## src/rtl/musa_pkg.sv

```systemverilog
// Shared MUSA core definitions: PC width, default return-stack depth and the PC type.
package musa_pkg;

  localparam int unsigned PC_W      = 18;
  localparam int unsigned RAS_DEPTH = 16;

  typedef logic [PC_W-1:0] pc_t;

endpackage

```

## src/rtl/call_stack_ram.sv

```systemverilog
// Return-stack storage: DEPTH x ADDR_W register array, one synchronous write port and
// one asynchronous read port. Contents are never reset.
module call_stack_ram
  import musa_pkg::*;
#(
  parameter int unsigned ADDR_W = PC_W,
  parameter int unsigned DEPTH  = RAS_DEPTH,
  parameter int unsigned IDX_W  = $clog2(DEPTH)
) (
  input  logic              clk,
  input  logic              we,
  input  logic [IDX_W-1:0]  waddr,
  input  logic [ADDR_W-1:0] wdata,
  input  logic [IDX_W-1:0]  raddr,
  output logic [ADDR_W-1:0] rdata
);

  logic [ADDR_W-1:0] mem [DEPTH];

  always_ff @(posedge clk) begin
    if (we) begin
      mem[waddr] <= wdata;
    end
  end

  assign rdata = mem[raddr];

endmodule

```

## src/rtl/call_stack.sv

```systemverilog
// Return-address stack with occupancy reporting, tail-call replace and sticky error flags.
// Define CALL_STACK_WRAP_EN for circular mode (push while full overwrites the oldest entry).
module call_stack
  import musa_pkg::*;
#(
  parameter int unsigned ADDR_W = PC_W,
  parameter int unsigned DEPTH  = RAS_DEPTH,
  localparam int unsigned CNT_W = $clog2(DEPTH + 1)
) (
  input  logic              clk,
  input  logic              rst,
  input  logic              push,
  input  logic              pop,
  input  logic [ADDR_W-1:0] push_addr,
  input  logic              clr_err,
  output logic [ADDR_W-1:0] top_addr,
  output logic              empty,
  output logic              full,
  output logic [CNT_W-1:0]  count,
  output logic              overflow,
  output logic              underflow
);

  localparam int unsigned IDX_W = $clog2(DEPTH);
  localparam logic [CNT_W-1:0] LastIdx = CNT_W'(DEPTH - 1);
  localparam logic [CNT_W-1:0] FullCnt = CNT_W'(DEPTH);

  logic [CNT_W-1:0]  wp_q, wp_d;
  logic [CNT_W-1:0]  cnt_q, cnt_d;
  logic              ovf_q, ovf_d;
  logic              unf_q, unf_d;

  logic [CNT_W-1:0]  top_idx, wp_inc;
  logic              we;
  logic [CNT_W-1:0]  waddr;
  logic [ADDR_W-1:0] rdata;

  // Explicit wrap compares so non-power-of-two depths work.
  assign top_idx = (wp_q == '0) ? LastIdx : wp_q - CNT_W'(1);
  assign wp_inc  = (wp_q == LastIdx) ? '0 : wp_q + CNT_W'(1);

  assign empty     = (cnt_q == '0);
  assign full      = (cnt_q == FullCnt);
  assign count     = cnt_q;
  assign overflow  = ovf_q;
  assign underflow = unf_q;
  assign top_addr  = empty ? '0 : rdata;

  always_comb begin
    wp_d  = wp_q;
    cnt_d = cnt_q;
    ovf_d = ovf_q & ~clr_err;
    unf_d = unf_q & ~clr_err;
    we    = 1'b0;
    waddr = wp_q;

    if (push && pop && !empty) begin
      // Tail call: replace the top entry in place.
      we    = 1'b1;
      waddr = top_idx;
    end else if (push) begin
      if (!full) begin
        we    = 1'b1;
        wp_d  = wp_inc;
        cnt_d = cnt_q + CNT_W'(1);
      end else begin
        ovf_d = 1'b1;
`ifdef CALL_STACK_WRAP_EN
        // When full, wp points at the oldest entry, which is sacrificed.
        we    = 1'b1;
        wp_d  = wp_inc;
`endif
      end
    end else if (pop) begin
      if (!empty) begin
        wp_d  = top_idx;
        cnt_d = cnt_q - CNT_W'(1);
      end else begin
        unf_d = 1'b1;
      end
    end
  end

  always_ff @(posedge clk) begin
    if (rst) begin
      wp_q  <= '0;
      cnt_q <= '0;
      ovf_q <= 1'b0;
      unf_q <= 1'b0;
    end else begin
      wp_q  <= wp_d;
      cnt_q <= cnt_d;
      ovf_q <= ovf_d;
      unf_q <= unf_d;
    end
  end

  call_stack_ram #(
    .ADDR_W (ADDR_W),
    .DEPTH  (DEPTH),
    .IDX_W  (IDX_W)
  ) u_ram (
    .clk   (clk),
    .we    (we),
    .waddr (waddr[IDX_W-1:0]),
    .wdata (push_addr),
    .raddr (top_idx[IDX_W-1:0]),
    .rdata (rdata)
  );

endmodule
```

## config.mk

```make
export PLATFORM = sky130hd
export DESIGN_NAME = call_stack
export DESIGN_NICKNAME = d
export VERILOG_FILES = /design/src/rtl/musa_pkg.sv /design/src/rtl/call_stack_ram.sv /design/src/rtl/call_stack.sv
export SDC_FILE = /design/constraint.sdc
export NUM_CORES = 1
export LEC_CHECK = 0
export CAP_MARGIN = 20
export CORE_MARGIN = 4
export CORE_UTILIZATION = 42
export DETAILED_ROUTE_END_ITERATION = 8
export SLEW_MARGIN = 20
export SYNTH_ARGS = -nofsm -noshare
export SYNTH_HDL_FRONTEND = slang
export SYNTH_SLANG_ARGS = --single-unit
```

## constraint.sdc

```tcl
create_clock -name clk -period 7.7 [get_ports clk]
set_input_delay 2.31 -clock clk [delete_from_list [all_inputs] [get_ports clk]]
set_output_delay 2.31 -clock clk [all_outputs]
set_load 0.05 [all_outputs]
```

Yosys cells after proc, flatten, opt, wreduce, memory -nomap -nowiden
Memory sizes are Yosys's and may differ from the RTL's.
Index checks and enable logic that the tools add are counted.
{"block": "op_classes", "addsub": 4, "eq_ne": 4, "muxes": 24, "bitwise_logic": 4, "reduce_logical": 7}
{"op": "5-bit 2-to-1 mux", "count": 10}
{"op": "18-bit 2-to-1 mux", "count": 1}
{"op": "1-bit 2-to-1 mux", "count": 12}
{"op": "5-bit by 1-bit adder with 5-bit output (second input constant)", "count": 2}
{"op": "5-bit logical NOT", "count": 2}
{"op": "5-bit by 1-bit subtractor with 5-bit output (second input constant)", "count": 2}
{"op": "5-bit by 4-bit equality test with 1-bit output (second input constant)", "count": 1}
{"op": "5-bit equality test (second input constant)", "count": 1}
{"op": "4-bit 2-to-1 mux", "count": 1}
{"op": "2-bit inequality test (second input constant)", "count": 2}
{"op": "4-bit AND reduction", "count": 1}
{"op": "1-bit AND", "count": 2}
{"op": "1-bit logical AND", "count": 2}
{"op": "1-bit NOT", "count": 2}
{"op": "2-bit nonzero test", "count": 1}
{"op": "1-bit logical NOT", "count": 1}
{"block": "totals", "reg_bits": 12, "ram_bits": 288, "inputBits": 23, "output_inout_bits": 27, "word_cells": 48, "memories": 1}
{"memory": "u_ram.mem", "words": 16, "width": 18, "rd": 1, "rd_ports_with_merged_regs": 0, "wr": 1, "line_no": "call_stack_ram.sv:18", "text": "logic [ADDR_W-1:0] mem [DEPTH];"}

Longest topological paths before layout
Gate-level depths: netlist (run 1).
{"block": "depth", "ltp_word": 6, "mapped_depth": 11, "mapped_depth_nobuf": 8}

Cells and area by module
A second synthesis (run 1) with hierarchy kept.
{"block": "hier_totals", "hier_cells": 599, "area_unflattened_um2": 11980.2}
{"mod": "call_stack_ram", "n_inst": 1, "cells_each": 464, "area_each_um2": 10963.0, "seq_area_each_um2": 8648.3}
{"mod": "call_stack", "n_inst": 1, "cells_each": 135, "area_each_um2": 1017.2, "seq_area_each_um2": 240.2}

Least setup slack after synthesis (run 1)
Ideal clock, no wire load.
{"block": "synth_path", "path_type": "register to output", "start": "register wp_q[0]", "end": "output port top_addr[10]", "t_arrival_ns": 2.496, "t_required_ns": 5.390, "setup_slack_ns": 2.894, "stages_incl_launch_ff": 8, "cell_sequence": "dfxtp_1 > inv_1 > ha_1 > buf_4 > buf_1 > mux4_2 > a22oi_1 > nand2_1"}
{"block": "synth_via", "elab_chain_len": 4, "elab_cells_between_ends": 5, "cone_classes": "1 x add/sub; 2 x mux; 1 x reduce/logical; 1 x memory"}
{"element": "from (decl)", "line_no": "call_stack.sv:28", "text": "logic [CNT_W-1:0] wp_q, wp_d;"}
{"element": "from (signal assigned)", "line_no": "call_stack.sv:91", "text": "wp_q <= wp_d;"}
{"element": "5-bit by 1-bit subtractor with 5-bit output / 5-bit logical NOT (equally long branches)", "line_no": "call_stack.sv:39", "text": "assign top_idx = (wp_q == '0) ? LastIdx : wp_q - CNT_W'(1);"}
{"element": "5-bit 2-to-1 mux *", "line_no": "call_stack.sv:39"}
{"element": "memory read 16 x 18 bit *"}
{"element": "18-bit 2-to-1 mux *", "line_no": "call_stack.sv:47", "text": "assign top_addr = empty ? '0 : rdata;"}
{"element": "to (decl)", "line_no": "call_stack.sv:16", "text": "output logic [ADDR_W-1:0] top_addr,"}
Mark *: on every way between the ends. The rest lies on a longest branch, timed or not.

Final worst setup path (run 1)
{"block": "layout_path", "start": "register wp_q[0]", "end": "output port top_addr[16]"}
The elaborated chain is that of the path after synthesis.

==> results of run 1 <==
sequential cells by signal, indices dropped and copies added (netlist names):
register / cells
overflow: 1
u_ram.mem: 288
underflow: 1
wp_q: 5
count: 5
cells by family (layout without fill, tap and decap cells):
logic type               count (synthesis)  in the layout
AO/OA/AOI/OAI                           65             65
XOR/XNOR                                 8              8
adder cells (fa/ha/maj)                  6              6
buffers and inverters                   40            139
flip-flops                             300            300
multiplexers                            87             87
AND/OR/NAND/NOR                         82             82
routing by layer:
layer	share of wire [%]	wire, um
met5	0	0
met4	1.9	480
met3	5.9	1530
met2	49	12700
met1	43	11100
area by class of cell:
class | count | area, um^2
flip-flops and latches | 300 | 8890
inverters | 11 | 41.3
multi-input cells | 248 | 2890
clock buffers | 36 | 795
fillers | 2241 | 14000
clock inverters | 19 | 145
well taps | 378 | 473
repair buffers | 73 | 671
power breakdown:
group,leakage [nW],internal [W],switching (W)
combinational,1.29,0.000975,0.00162
sequential,2.70,0.00196,0.0000651
clock,0.457,0.000798,0.000581
through the flow:
step	hold slack, ns	cells	power [W]
after floorplan	0.462	588	0.00384
after global placement	0.454	1010	0.00464
after detailed placement	0.462	1010	0.00469
after CTS	0.472	1065	0.00608
after global routing	0.499	1065	0.00627
final	0.464	1065	0.00600
worst max-delay path by stage:
stage / startpoint / end / slack [ns] / depth (start not counted)
final: wp_q[0] / top_addr[16] / 1.28 / 10
after CTS: wp_q[0] / top_addr[16] / 1.18 / 10
after global placement: wp_q[0] / top_addr[16] / 1.87 / 10
after global routing: wp_q[0] / top_addr[16] / 1.01 / 10
after floorplan: wp_q[0] / top_addr[10] / 2.89 / 7
after detailed placement: wp_q[0] / top_addr[16] / 1.79 / 10
Yosys cell counts (3+ instances only):
library cell	number	area share (%)
edfxtp_1	288	73
mux4_2	71	13
nor2_1	31	0.98
a22oi_1	28	1.8
nand2_1	20	0.63
buf_2	19	0.80
mux2i_1	16	1.3
dfxtp_1	12	2.0
inv_1	10	0.32
o21ai_0	7	0.29
a21oi_1	6	0.25
nor3_1	6	0.25
xnor2_1	6	0.44
ha_1	5	0.53
nor2b_1	5	0.26
o22ai_1	4	0.21
buf_1	3	0.095
buf_4	3	0.19
clkbuf_1	3	0.095
nand3_1	3	0.13
critical path, stage by stage, from the launching register on:
cell,delay (ns)
dfxtp_1,0.34
inv_1,0.18
ha_4,0.23
nor2b_1,0.20
a21o_2,0.62
buf_4,0.47
mux2i_1,0.13
o211ai_1,0.20
a21oi_1,0.10
a311o_1,0.36
clkdlybuf4s50_1,0.72
==> out/qor.csv, run 1 <==
metric,value,unit
worstHoldEndpoint,overflow,
ctsRootBufferMaster,clkbuf_16,
timing_hold_violations_final,0,
r2r-end,u_ram.mem[1][15],
cts_tree,done,
max-vdd-ir-drop,0.268,mV
ys_warn_count,0,
synth_ff_type,edfxtp_1,
drt-total-wl,25900,um
grt_usage,16.7,%
die_area,31100,um^2
synth_top_family_by_area,multiplexers,
max_clock_freq,156,MHz
cp_max_fo,26,
startpoint_type,flip-flop,
endpoint_kind,primary output,
tightest_slew,0.894,ns
syn_to_final_growth,16.9,%
clk_pin_slew,0.06,ns
overflow,0,
grt-busiest-layer,met2,
ys_seq_area_share,74.8,%
synth_cells,588,
syn_area_per_cell,20.2,um^2
layout_common_cells,"edfxtp_1 (288), mux4_2 (71), clkdlybuf4s50_1 (49)",
place_area,13000,um^2
yosys.area_share.simple,3.37,%
final_core_util,49.9,%
start_util,42.7,%
period_share,83.3,%
grt_antenna_before_repair,0,
fp.dieW,176,um
drv_cap,0,
async_reset_ff_share,0,%
cts_buffer_depth,3,
use_met2,27.3,%
place_ws,1.79,ns
hold_depth,2,
leakage,4.45,nW
htree_levels,1,
drive_gt1_share,25.3,%
diodes,0,
cp_data_arrival_time,4.11,ns
hold_buffers,0,
cts_resized,0,
fin_area,13900,um^2
rows,61,
final_common_cell,edfxtp_1,
first_pass_iters,5,
clock_sinks,300,
clock_latency,0.55,ns
io_buffer_count,49,
vias,6006,
drc,0,
met1_usage,24.1,%
gp_congestion,0.789,
final_nets,693,
slew_headroom,40.2,%
dp_hpwl,14800,um
final.setup.tns,0,ns
first_global_vias,6101,
setup_slack,1.28,ns
synth-seq-cells,300,
synth_xor_xnor_area_share,0.652,%
rsz0062_at_grt,false,
synth_area,11900,um^2
pin_count,50,
numCtsBuffers,30,
setup_viol,0,
synth_cell_type_count,56,
hp-class,reg2reg,
reg2reg_from,wp_q[1],
rrSetupSlack,3.97,ns
synth_mux_area_share,14.8,%
routedWlPerCell,24.3,um
grt_pass1_wl,38700,um
path_class,reg2out,
met3_usage,2.51,%
worstHoldStart,overflow,
synth_edf_count,288,
core_area,27900,um^2
power.density,431,nW/um^2
status,finished clean,
ant_nets,0,
drt_iter0_markers,594,
fin_worst_skew,0.0125,ns
synth_compound_area_share,4.10,%
drv_slew,0,
reg2reg_depth,8,
cp.required,5.39,ns
die_y,176,um
vias_per_cell,5.64,
synth_nets,617,
grt_max_degree,29,
fin_crit,6.42,ns
synth_adder_area_share,0.695,%
cts_setup_buffers,0,
No activity file was read; power rests on OpenSTA's default activity.
==> run 2: changes to the inputs <==
==> constraint.sdc (replaced) <==
create_clock -name clk -period 5.4 [get_ports clk]
set_input_delay 1.62 -clock clk [delete_from_list [all_inputs] [get_ports clk]]
set_output_delay 1.62 -clock clk [all_outputs]
set_load 0.05 [all_outputs]
==> out/qor.csv, run 2 (same netlist as run 1, synthesis figures left out) <==
metric,value,unit,change
grt_antenna_before_repair,0,,unchanged
final_common_cell,edfxtp_1,,
period_share,97.3,%,
final_core_util,51.1,%,+1.2 points
final_nets,714,,+3.0%
top_register,u_ram.mem,,
fin_crit,5.25,ns,
cts_buffer_depth,3,,unchanged
slew_headroom,45.8,%,+5.6 points
tightest_slew,0.813,ns,-0.0814 ns
max_clock_freq,190,MHz,
hp-class,reg2reg,,
dp_hpwl,15400,um,+4.0%
first_pass_iters,5,,unchanged
layout_common_cells,"edfxtp_1 (288), mux4_2 (71), clkdlybuf4s50_1 (46)",,
vias_per_cell,5.52,,-2.2%
status,finished clean,,
die_area,31100,um^2,unchanged
overflow,0,,unchanged
first_global_vias,6314,,+3.5%
diodes,0,,unchanged
start_util,42.7,%,unchanged
drt_iter0_markers,471,,-21%
cp_max_fo,17,,-35%
pin_count,50,,unchanged
startpoint_type,flip-flop,,
clock_latency,0.54,ns,about the same
endpoint_kind,primary output,,
grt_usage,16.9,%,+0.13 points
fin_area,14200,um^2,+2.4%
drt-total-wl,25900,um,+0.31%
leakage,4.66,nW,+4.7%
syn_to_final_growth,19.7,%,
cp.required,3.78,ns,-1.61 ns
drc,0,,unchanged
drv_slew,0,,unchanged
grt_pass1_wl,39300,um,+1.5%
setup_viol,0,,unchanged
fill_cells,2183,,-2.6%
gp_congestion,0.820,,+3.9%
ctsRootBufferMaster,clkbuf_16,,
ant_nets,0,,unchanged
timing_hold_violations_final,0,,unchanged
hold_buffers,0,,unchanged
path_class,reg2out,,
numCtsBuffers,30,,unchanged
clk_pin_slew,0.06,ns,about the same
power.density,621,nW/um^2,+44%
max-vdd-ir-drop,0.257,mV,-4.1%
largest_reg_flops,288,,unchanged
vias,5984,,-0.37%
rows,61,,unchanged
place_area,13100,um^2,+1.3%
cts_tree,done,,
io_buffer_count,49,,unchanged
fin_worst_skew,0.0144,ns,+0.00192 ns
routedWlPerCell,23.9,um,-1.5%
grt_max_degree,29,,unchanged
die_y,176,um,unchanged
fp.dieW,176,um,unchanged
htree_levels,1,,unchanged
cp_data_arrival_time,3.63,ns,-0.48 ns
clock_sinks,300,,unchanged
drive_gt1_share,27.7,%,+2.4 points
core_area,27900,um^2,unchanged
drv_cap,0,,unchanged
==> run 2: layout make-up <==
class / instances / area (um^2) / share of cell area, %
clock inverter: 18 / 190 / 1.34
clock buffer: 36 / 795 / 5.58
inverter: 11 / 41.3 / 0.290
sequential: 300 / 8890 / 62.4
multi-input combinational: 248 / 2900 / 20.4
timing repair buffer: 94 / 948 / 6.66
tap: 378 / 473 / 3.32
==> run 2: worst max-delay path, cell delays in order, from the launching register on <==
cell	delay (ns)
dfxtp_1	0.35
inv_1	0.19
ha_4	0.25
nor2b_1	0.21
a21o_2	0.24
buf_4	0.30
mux4_2	0.36
nor2b_1	0.15
a311o_1	0.31
clkdlybuf4s50_1	0.72
==> run 2: what timing repair did <==
| action | 4_1_cts | 5_1_grt |
|---|---|---|
| endpoints found under the setup margin | 3 | 15 |
| resized for setup | 0 | 6 |
| buffers inserted | 1 | 9 |
| pin swaps | 1 | 1 |
==> run 2: layer usage <==
| layer | wire (um) | global-route usage [%] |
|---|---|---|
| met1 | 11500 | 24.7 |
| met2 | 12400 | 26.4 |
| met3 | 1430 | 2.93 |
| met4 | 612 | 4.58 |
| met5 | 0 | 0 |
==> run 2: power by group <==
part,total [W],internal [W],switching (W)
clock network,0.00207,0.00123,0.000833
logic,0.00389,0.00155,0.00234
registers,0.00288,0.00280,0.0000861
total,0.00885,0.00558,0.00326
==> run 2: final timing paths <==
path / from / to / slack [ns] / cells past startpoint
worst max-delay path: wp_q[0] / top_addr[16] / 0.15 / 9
worst max register to register: wp_q[0] / u_ram.mem[9][2] / 2.04 / 9
worst min register to register: overflow / overflow / 0.47 / 2
worst min-delay path: overflow / overflow / 0.47 / 2
==> run 2: metrics by stage <==
step	hold WS [ns]	worst slack [ns]	setup TNS [ns]	total power, W	cells
after floorplan	0.462	1.28	0	0.00547	588
after global placement	0.450	0.604	0	0.00670	1021
after detailed placement	0.475	0.556	0	0.00674	1021
after CTS	0.485	0.0280	0	0.00885	1076
after global routing	0.501	-0.00518	-0.00518	0.00925	1085
final	0.473	0.148	0	0.00885	1085
